--- src/rtl/arb_pkg.sv ---
// Shared definitions for the unified I/D memory arbiter: FSM encodings and
// parameter defaults used by the interface, picker and top.
package arb_pkg;

    localparam int ADDR_W_DEF     = 16;
    localparam int LINE_W_DEF     = 64;
    localparam int STARVE_MAX_DEF = 4;
    localparam int CNT_W          = 3;

    typedef enum logic [1:0] {
        IDLE   = 2'b00,
        I_BUSY = 2'b01,
        D_BUSY = 2'b10
    } arb_state_e;

endpackage

--- src/rtl/unified_mem_arbiter_if.sv ---
// Bundle of requester-side and memory-side signals of the arbiter.
// Handshake: req is held high until its one-cycle done pulse; u_rdy completes a busy strobe.
interface unified_mem_arbiter_if #(
    parameter int ADDR_W = arb_pkg::ADDR_W_DEF,
    parameter int LINE_W = arb_pkg::LINE_W_DEF
) ();

    logic              i_req;
    logic [ADDR_W-1:0] i_addr;
    logic              d_req;
    logic              d_we;
    logic [ADDR_W-1:0] d_addr;
    logic [LINE_W-1:0] d_wdata;
    logic              i_done;
    logic              d_done;
    logic [LINE_W-1:0] rdata;
    logic              u_re;
    logic              u_we;
    logic [ADDR_W-1:0] u_addr;
    logic [LINE_W-1:0] u_wdata;
    logic [LINE_W-1:0] u_rdata;
    logic              u_rdy;

    modport slave (
        input  i_req, i_addr, d_req, d_we, d_addr, d_wdata, u_rdata, u_rdy,
        output i_done, d_done, rdata, u_re, u_we, u_addr, u_wdata
    );

    modport master (
        output i_req, i_addr, d_req, d_we, d_addr, d_wdata, u_rdata, u_rdy,
        input  i_done, d_done, rdata, u_re, u_we, u_addr, u_wdata
    );

endinterface

--- src/rtl/arb_pick.sv ---
// Winner selection for the arbiter. Default: D priority with a starvation limit for I.
// With ARB_RR_EN defined, a last-winner pointer alternates between contending requesters.
module arb_pick
    import arb_pkg::*;
#(
    parameter int STARVE_MAX = STARVE_MAX_DEF
) (
    input  logic clk,
    input  logic rst_n,
    input  logic arb_en_i,
    input  logic in_idle_i,
    input  logic i_elig_i,
    input  logic d_elig_i,
    output logic grant_i_o,
    output logic grant_d_o
);

    logic win_i;

`ifdef ARB_RR_EN
    logic prefer_d_q;

    assign win_i = i_elig_i & (~d_elig_i | ~prefer_d_q);

    always_ff @(posedge clk) begin
        if (!rst_n) begin
            prefer_d_q <= 1'b1;
        end else if (in_idle_i && grant_i_o) begin
            prefer_d_q <= 1'b1;
        end else if (in_idle_i && grant_d_o) begin
            prefer_d_q <= 1'b0;
        end
    end
`else
    logic [CNT_W-1:0] starve_q;
    logic             starved;

    assign starved = (starve_q >= CNT_W'(STARVE_MAX));
    assign win_i   = i_elig_i & (~d_elig_i | starved);

    // Saturating count of D grants taken while I was waiting.
    always_ff @(posedge clk) begin
        if (!rst_n) begin
            starve_q <= '0;
        end else if (grant_i_o) begin
            starve_q <= '0;
        end else if (in_idle_i && !i_elig_i) begin
            starve_q <= '0;
        end else if (grant_d_o && i_elig_i && !starved) begin
            starve_q <= starve_q + CNT_W'(1);
        end
    end
`endif

    assign grant_i_o = arb_en_i & win_i;
    assign grant_d_o = arb_en_i & d_elig_i & ~win_i;

endmodule

--- src/rtl/unified_mem_arbiter.sv ---
// Arbitrates I-cache fills and D-cache fills/writebacks onto one unified memory port.
// Optional round-robin policy via macro ARB_RR_EN (see arb_pick).
module unified_mem_arbiter
    import arb_pkg::*;
#(
    parameter int ADDR_W     = ADDR_W_DEF,
    parameter int LINE_W     = LINE_W_DEF,
    parameter int STARVE_MAX = STARVE_MAX_DEF
) (
    input  logic                  clk,
    input  logic                  rst_n,
    unified_mem_arbiter_if.slave  bus,
    output logic [1:0]            state_o
);

    arb_state_e        state_q;
    logic              u_re_q;
    logic              u_we_q;
    logic [ADDR_W-1:0] u_addr_q;
    logic [LINE_W-1:0] u_wdata_q;
    logic [LINE_W-1:0] rdata_q;
    logic              i_done_q;
    logic              d_done_q;

    logic in_idle;
    logic arb_en;
    logic i_elig;
    logic d_elig;
    logic grant_i;
    logic grant_d;

    // A finished requester still shows its old req during the done cycle, so
    // arbitration pauses for that cycle and resumes once reqs are current.
    assign in_idle = (state_q == IDLE);
    assign i_elig  = bus.i_req & ~i_done_q;
    assign d_elig  = bus.d_req & ~d_done_q;
    assign arb_en  = in_idle & ~i_done_q & ~d_done_q;

    arb_pick #(
        .STARVE_MAX (STARVE_MAX)
    ) u_pick (
        .clk       (clk),
        .rst_n     (rst_n),
        .arb_en_i  (arb_en),
        .in_idle_i (in_idle),
        .i_elig_i  (i_elig),
        .d_elig_i  (d_elig),
        .grant_i_o (grant_i),
        .grant_d_o (grant_d)
    );

    always_ff @(posedge clk) begin
        if (!rst_n) begin
            state_q   <= IDLE;
            u_re_q    <= 1'b0;
            u_we_q    <= 1'b0;
            u_addr_q  <= '0;
            u_wdata_q <= '0;
            rdata_q   <= '0;
            i_done_q  <= 1'b0;
            d_done_q  <= 1'b0;
        end else begin
            i_done_q <= 1'b0;
            d_done_q <= 1'b0;
            case (state_q)
                IDLE: begin
                    if (grant_d) begin
                        state_q   <= D_BUSY;
                        u_addr_q  <= bus.d_addr;
                        u_wdata_q <= bus.d_wdata;
                        u_we_q    <= bus.d_we;
                        u_re_q    <= ~bus.d_we;
                    end else if (grant_i) begin
                        state_q   <= I_BUSY;
                        u_addr_q  <= bus.i_addr;
                        u_wdata_q <= '0;
                        u_we_q    <= 1'b0;
                        u_re_q    <= 1'b1;
                    end
                end
                I_BUSY: begin
                    if (bus.u_rdy) begin
                        state_q  <= IDLE;
                        u_re_q   <= 1'b0;
                        i_done_q <= 1'b1;
                        rdata_q  <= bus.u_rdata;
                    end
                end
                D_BUSY: begin
                    if (bus.u_rdy) begin
                        state_q  <= IDLE;
                        u_re_q   <= 1'b0;
                        u_we_q   <= 1'b0;
                        d_done_q <= 1'b1;
                        if (u_re_q) begin
                            rdata_q <= bus.u_rdata;
                        end
                    end
                end
                default: begin
                    state_q <= IDLE;
                    u_re_q  <= 1'b0;
                    u_we_q  <= 1'b0;
                end
            endcase
        end
    end

    assign bus.u_re    = u_re_q;
    assign bus.u_we    = u_we_q;
    assign bus.u_addr  = u_addr_q;
    assign bus.u_wdata = u_wdata_q;
    assign bus.rdata   = rdata_q;
    assign bus.i_done  = i_done_q;
    assign bus.d_done  = d_done_q;
    assign state_o     = state_q;

endmodule
--- src/flat_wrapper.sv ---
// flat-port wrapper written by rule: the top's interface ports become plain ports
module unified_mem_arbiter_flat import arb_pkg::*;
#(
    parameter int ADDR_W     = ADDR_W_DEF,
    parameter int LINE_W     = LINE_W_DEF,
    parameter int STARVE_MAX = STARVE_MAX_DEF
)
  (clk, rst_n, state_o, bus_i_req, bus_i_addr, bus_d_req, bus_d_we, bus_d_addr, bus_d_wdata, bus_u_rdata, bus_u_rdy, bus_i_done, bus_d_done, bus_rdata, bus_u_re, bus_u_we, bus_u_addr, bus_u_wdata);
  unified_mem_arbiter_if #(.ADDR_W(ADDR_W), .LINE_W(LINE_W)) bus_i ();
  input  logic clk;
  input  logic rst_n;
  output logic [1:0] state_o;
  input wire logic [$bits(bus_i.i_req)-1:0] bus_i_req;
  input wire logic [$bits(bus_i.i_addr)-1:0] bus_i_addr;
  input wire logic [$bits(bus_i.d_req)-1:0] bus_d_req;
  input wire logic [$bits(bus_i.d_we)-1:0] bus_d_we;
  input wire logic [$bits(bus_i.d_addr)-1:0] bus_d_addr;
  input wire logic [$bits(bus_i.d_wdata)-1:0] bus_d_wdata;
  input wire logic [$bits(bus_i.u_rdata)-1:0] bus_u_rdata;
  input wire logic [$bits(bus_i.u_rdy)-1:0] bus_u_rdy;
  output wire logic [$bits(bus_i.i_done)-1:0] bus_i_done;
  output wire logic [$bits(bus_i.d_done)-1:0] bus_d_done;
  output wire logic [$bits(bus_i.rdata)-1:0] bus_rdata;
  output wire logic [$bits(bus_i.u_re)-1:0] bus_u_re;
  output wire logic [$bits(bus_i.u_we)-1:0] bus_u_we;
  output wire logic [$bits(bus_i.u_addr)-1:0] bus_u_addr;
  output wire logic [$bits(bus_i.u_wdata)-1:0] bus_u_wdata;
  assign bus_i.i_req = bus_i_req;
  assign bus_i.i_addr = bus_i_addr;
  assign bus_i.d_req = bus_d_req;
  assign bus_i.d_we = bus_d_we;
  assign bus_i.d_addr = bus_d_addr;
  assign bus_i.d_wdata = bus_d_wdata;
  assign bus_i.u_rdata = bus_u_rdata;
  assign bus_i.u_rdy = bus_u_rdy;
  assign bus_i_done = bus_i.i_done;
  assign bus_d_done = bus_i.d_done;
  assign bus_rdata = bus_i.rdata;
  assign bus_u_re = bus_i.u_re;
  assign bus_u_we = bus_i.u_we;
  assign bus_u_addr = bus_i.u_addr;
  assign bus_u_wdata = bus_i.u_wdata;
  unified_mem_arbiter #(.ADDR_W(ADDR_W), .LINE_W(LINE_W), .STARVE_MAX(STARVE_MAX)) u_core (.clk(clk), .rst_n(rst_n), .bus(bus_i), .state_o(state_o));
endmodule
--- config.mk ---
export PLATFORM = sky130hd
export DESIGN_NAME = unified_mem_arbiter_flat
export DESIGN_NICKNAME = d
export VERILOG_FILES = /design/src/rtl/arb_pkg.sv /design/src/rtl/unified_mem_arbiter_if.sv /design/src/rtl/arb_pick.sv /design/src/rtl/unified_mem_arbiter.sv /design/src/flat_wrapper.sv
export SDC_FILE = /design/constraint.sdc
export NUM_CORES = 1
export LEC_CHECK = 0
export CAP_MARGIN = 15
export CORE_ASPECT_RATIO = 1.4
export CORE_MARGIN = 3
export CORE_UTILIZATION = 40
export CTS_BUF_LIST = sky130_fd_sc_hd__clkbuf_4 sky130_fd_sc_hd__clkbuf_8 sky130_fd_sc_hd__clkbuf_16
export DETAILED_ROUTE_END_ITERATION = 10
export DONT_BUFFER_PORTS = 1
export HOLD_SLACK_MARGIN = 0.02
export SYNTH_ARGS = -nofsm -noshare
export SYNTH_HDL_FRONTEND = slang
export SYNTH_SLANG_ARGS = --single-unit
--- constraint.sdc ---
create_clock -name clk -period 1.7 [get_ports clk]
set_clock_uncertainty 0.05 [all_clocks]
set_input_delay 0.51 -clock clk [delete_from_list [all_inputs] [get_ports clk]]
set_output_delay 0.51 -clock clk [all_outputs]
set_load 0.02 [all_outputs]
* Word level (Yosys, flattened, before mapping)
Cells that the tools add are included.
Operators by class: eq/ne operators 7, bitwise gates (word level) 16, order comparisons 1, muxes and demuxes 20, add/sub/neg operators 1, reductions and logical operators 16
Operator list (number):
- two-way mux 64 bit | 5
- case mux 64 bit (2 select lines) | 1
- two-way mux 16 bit | 2
- AND 1 bit | 8
- AND reduction 2 bit | 4
- NOT 1 bit | 7
- two-way mux 1 bit | 6
- two-way mux 2 bit | 3
- inequality test 2 x 1 -> 1 bit (second input constant) | 2
- inequality test 2 bit (second input constant) | 2
- case mux 2 bit (2 select lines) | 1
- AND reduction 4 bit | 1
- nonzero test 2 bit | 2
- adder 3 x 1 -> 3 bit (second input constant) | 1
- greater-or-equal comparator 3 bit (second input constant) | 1
- logical AND 1 bit | 3
- inequality test 3 bit (second input constant) | 1
- case mux 1 bit (3 select lines) | 1
- AND reduction 3 bit | 1
- OR reduction 3 bit | 1
- == test 2 x 1 -> 1 bit (second input constant) | 1
- == test 2 bit (second input constant) | 1
- logical NOT 1 bit | 2
- logical NOT 2 bit | 1
- other kinds (3) | 3
Storage, ports and cells: bits in registers 153, output and inout port bits 150, word-level logic and storage cells 70

* Longest topological paths before layout
depth in word-level cells 9, depth in mapped cells 8, mapped depth without buffers 6

* By module
Synthesis repeated with hierarchy kept, for this count alone.
Unflattened totals: cell total of the unflattened synthesis 627, area, all modules 5984.5 µm²
Modules (own cells, without submodules):
- unified_mem_arbiter | sequential area each 3002.9 µm², times used 1, cells an instance 606, area an instance 5795.6 µm²
- arb_pick | sequential area each 60.1 µm², times used 1, cells an instance 21, area an instance 188.9 µm²

* Worst setup path before layout
No wires, ideal clock.
kind register -> register, start point register u_core.state_q[0] (netlist: u_core.state_o[0]), end point register u_core.u_wdata_q[49] (netlist: u_core.bus.u_wdata[49]), arrival 1.714 ns, slack -0.129 ns, stages on the path, launching flop included 8, setup time 0.065 ns, buffers on the path 1, cells stage by stage dfxtp_1 > inv_1 > ha_1 > nor3b_2 > o21ai_1 > clkbuf_1 > a22oi_1 > nor2b_1
On the way: word-level cells in the longest chain between the ends 7, elaborated cells between the ends (all ways) 9, those cells by class 1 x mux; 5 x bitwise; 3 x reduce/logical
RTL lines:
- start, declared | RTL line unified_mem_arbiter.sv:16 | arb_state_e state_q;
- start signal, assigned | RTL line unified_mem_arbiter.sv:54 | state_q <= IDLE;
- start signal, assigned | RTL line unified_mem_arbiter.sv:68 | state_q <= D_BUSY;
- start signal, assigned | RTL line unified_mem_arbiter.sv:74 | state_q <= I_BUSY;
- logical NOT 2 bit * | RTL line unified_mem_arbiter.sv:34, unified_mem_arbiter.sv:65
- AND 1 bit (2 in a row) | RTL line unified_mem_arbiter.sv:37 | assign arb_en = in_idle & ~i_done_q & ~d_done_q;
- AND 1 bit (2 in a row) | RTL line arb_pick.sv:56 | assign grant_d_o = arb_en_i & d_elig_i & ~win_i;
- nonzero test 2 bit (no line)
- AND reduction 2 bit (no line)
- end signal, assigned | RTL line unified_mem_arbiter.sv:70 | u_wdata_q <= bus.d_wdata;
- end, declared | RTL line unified_mem_arbiter.sv:20 | logic [LINE_W-1:0] u_wdata_q;
Mark *: on every way between the ends. The rest lies on a longest branch, timed or not. A chain may end at the register's enable or synchronous reset.

* Worst setup path in the final report
start point register u_core.state_q[1] (netlist: u_core.state_o[1]), end point register u_core.u_wdata_q[50] (netlist: u_core.bus.u_wdata[50])
The elaborated chain is that of the path after synthesis.

==> flow_summary.toml <==
[status]
outcome = "complete, no violations"

[floorplanning]
rows = 51
io-pin-count = 316
die_x_um = 107
die-area_sq_um = 15900
start_util = 0.411
die_y_um = 148
core_sq_um = 14000

[drt]
vias = 4418
drtAntennaViolNets = 0
drt_first_pass_iters = 4
totalWireLength_mm = 15.8
avgViaCountPerCell = 5.34
drc_viols = 0
initialDrtViolationCount = 290
dr_wl_cell_um = 19.1

[pwr]
sw_power_uw = 4370
p_leak_uw = 0.00241
pwr-share-clk = 0.299
power-per-cell-area_nw_per_um2 = 1770
worst_ir_drop_vdd_v = 0.000620
internal_power_component_uw = 7760
combinationalPowerShare = 0.252
seqPwrFrac = 0.449
power.switching_fraction = 0.360

[clock_network]
master_cell_of_the_clock_root_buffer = "sky130_fd_sc_hd__clkbuf_16"
max-clock-path-buffers = 2
worst_skew_pair.late_latency_ns = 0.40
cts_sinks = 153
cts_made_buffers = 17
tritoncts_clock_tree = "done"
clock_tree.htree_level_count = 4
clk_transition_reported_paths_ns = 0.06

[timing]
maxClockFrequency_mhz = 597
final-max-slew-violation-count = 0
total_negative_slack_for_setup_checks_ns = 0
finalSetupViolCount = 0
max-slew-margin-rel = 0.779
rsz0062_at_grt = "true"
hold_viol = 0
timing_worst_slew_pin_value_ns = 0.326
finalWorstPathRequiredPeriod_ns = 1.68
post-route-period-util = 0.986
hold_ws_ns = 0.180

[grt]
grt_pass1_vias = 4371
grt_antenna_before_repair = 0
grtUsageMet3 = 0.0935
global_route_track_usage_on_met2 = 0.324
largest_net_degree_at_the_start_of_global_routing = 154
grt_first_pass_wirelength_mm = 22.9
grt_remaining_overflow = 0
grtUsageMet1 = 0.185
grt_most_used_layer = "met2"
global_route.usage.total = 0.183

[flow_run]
maxCapViolCount = 0

[placement]
globalplace.congestion = 0.786
place_hpwl_mm = 11.1
number_of_input_and_output_port_buffers_inserted = 0

[synth]
synth_area_sq_um = 5750
ys_seq_elements = 153
postSynthNetCount = 804
ys_seq_area_frac = 0.533
synth_ff_type = "sky130_fd_sc_hd__dfxtp_1"
ys_warnings = 0
synth-edff-count = 0
synth_cells = 633
netlist-cell-type-count = 31
avgSynthCellArea_sq_um = 9.08
postSynth.asyncResetShare = 0

[critical_path]
setup.worst_path.start_class = "register"
critical_path_peak_fanout = 29
worst_setup_path_end_kind = "register"
cp.required_ns = 1.99
worstPathArrival_ns = 1.96
worstSetupPathType = "reg2reg"

[cells_and_area]
area_growth_pct = 19.1
layout.cells.most_common = "sky130_fd_sc_hd__dfxtp_1"
antenna_diode_count = 0
leading_cell_types_in_the_layout_fill_and_taps_excluded = "sky130_fd_sc_hd__dfxtp_1 (151), sky130_fd_sc_hd__nand2_1 (147), sky130_fd_sc_hd__nor2b_1 (68)"
nNetsFinal = 800
layout-drive-gt1-share = 0.125

[min_path]
timing.hold.worst.class = "in2reg"
==> metrics by stage <==
step / area [sq um] / instances / utilization / setup WS (ns) / total power, uW
2_1_floorplan: 5770 / 633 / - / 0.0159 / 7290
3_3_place_gp: 6060 / 789 / 0.433 / -0.0209 / 8100
3_5_place_dp: 6060 / 789 / 0.433 / -0.132 / 8230
4_1_cts: 6660 / 821 / 0.476 / -0.0468 / 11900
5_1_grt: 6850 / 827 / 0.490 / -0.0632 / 12800
6_report: 6850 / 827 / 0.490 / 0.0240 / 12100
==> power by group through the flow <==
stage | sequential, uW | combinational, uW | clock (uW)
final | 5440 | 3060 | 3630
after detailed placement | 5520 | 2720 | 0
after global routing | 5500 | 3390 | 3890
after CTS | 5440 | 2750 | 3730
after floorplan | 5380 | 1910 | 0
after global placement | 5510 | 2590 | 0
==> layout make-up <==
| class | instances | area (sq um) |
|---|---|---|
| flip-flops and latches | 153 | 3070 |
| well taps | 185 | 231 |
| fillers | 1308 | 7130 |
| multi-input cells | 427 | 2560 |
| clock buffers | 21 | 468 |
| inverters | 4 | 17.5 |
| repair buffers | 26 | 392 |
| clock inverters | 11 | 111 |
==> Yosys cell counts, types with 2 or more instances <==
cell                       instances  area, sq um
sky130_fd_sc_hd__dfxtp_1         153         3060
sky130_fd_sc_hd__nand2_1         148          556
sky130_fd_sc_hd__nor2b_1          68          425
sky130_fd_sc_hd__a22oi_1          64          480
sky130_fd_sc_hd__a21boi_0         47          353
sky130_fd_sc_hd__a21oi_1          33          165
sky130_fd_sc_hd__clkbuf_1         28          105
sky130_fd_sc_hd__buf_2            19         95.1
sky130_fd_sc_hd__a21boi_1         18          135
sky130_fd_sc_hd__o21ai_0          18         90.1
sky130_fd_sc_hd__ha_1              5         62.6
sky130_fd_sc_hd__nor2_1            5         18.8
sky130_fd_sc_hd__and3_1            4         25.0
sky130_fd_sc_hd__inv_1             4         15.0
sky130_fd_sc_hd__buf_4             2         15.0
sky130_fd_sc_hd__nand3_1           2         10.0
==> repair_timing <==
item                                    4_1_cts  5_1_grt
hold buffers                                  0        0
endpoints found under the hold margin         0        0
setup buffers                                 0        2
pin swaps                                     0        5
endpoints found under the setup margin      131      147
gates cloned                                  0        4
resized for setup                             7       24
==> per-layer routing <==
metal,share of wire,vias up
met5,0,-
met2,0.51,228
met4,0.012,0
met3,0.13,20
met1,0.35,2031
li1,-,2139
==> logic make-up after synthesis <==
group	share of synthesized area
flops	0.533
buf+inv	0.0400
xor+xnor	0.00152
simple gates	0.186
compound gates	0.225
fa+ha+maj	0.0109
mux	0.00370
==> registers in the layout, indices dropped and copies added, names as in the netlist <==
| register | cells |
|---|---|
| u_core.state_o | 2 |
| u_core.bus.d_done | 1 |
| u_core.bus.u_wdata | 64 |
| u_core.bus.u_addr | 16 |
| u_core.bus.u_re | 1 |
| u_core.bus.u_we | 1 |
| u_core.bus.rdata | 64 |
| u_core.bus.i_done | 1 |
| u_core.u_pick.starve_q | 3 |
==> critical path, stage by stage (launching register included) <==
cell and delay, ns:
sky130_fd_sc_hd__dfxtp_2 0.33, sky130_fd_sc_hd__inv_2 0.08, sky130_fd_sc_hd__ha_4 0.14, sky130_fd_sc_hd__nor3b_4 0.20, sky130_fd_sc_hd__and3_4 0.33, sky130_fd_sc_hd__clkbuf_16 0.24
sky130_fd_sc_hd__a22oi_1 0.11, sky130_fd_sc_hd__nor2b_1 0.12
==> worst paths after layout <==
path         slack (ns)                 startpoint                        end  depth (start not counted)
min                0.18            bus_u_rdata[12]       u_core.bus.rdata[12]                          2
max                0.02          u_core.state_o[1]     u_core.bus.u_wdata[50]                          7
min reg2reg        0.48  u_core.u_pick.starve_q[2]  u_core.u_pick.starve_q[2]                          2
max reg2reg        0.02          u_core.state_o[1]     u_core.bus.u_wdata[50]                          7
(Power assumes the default switching activity.)
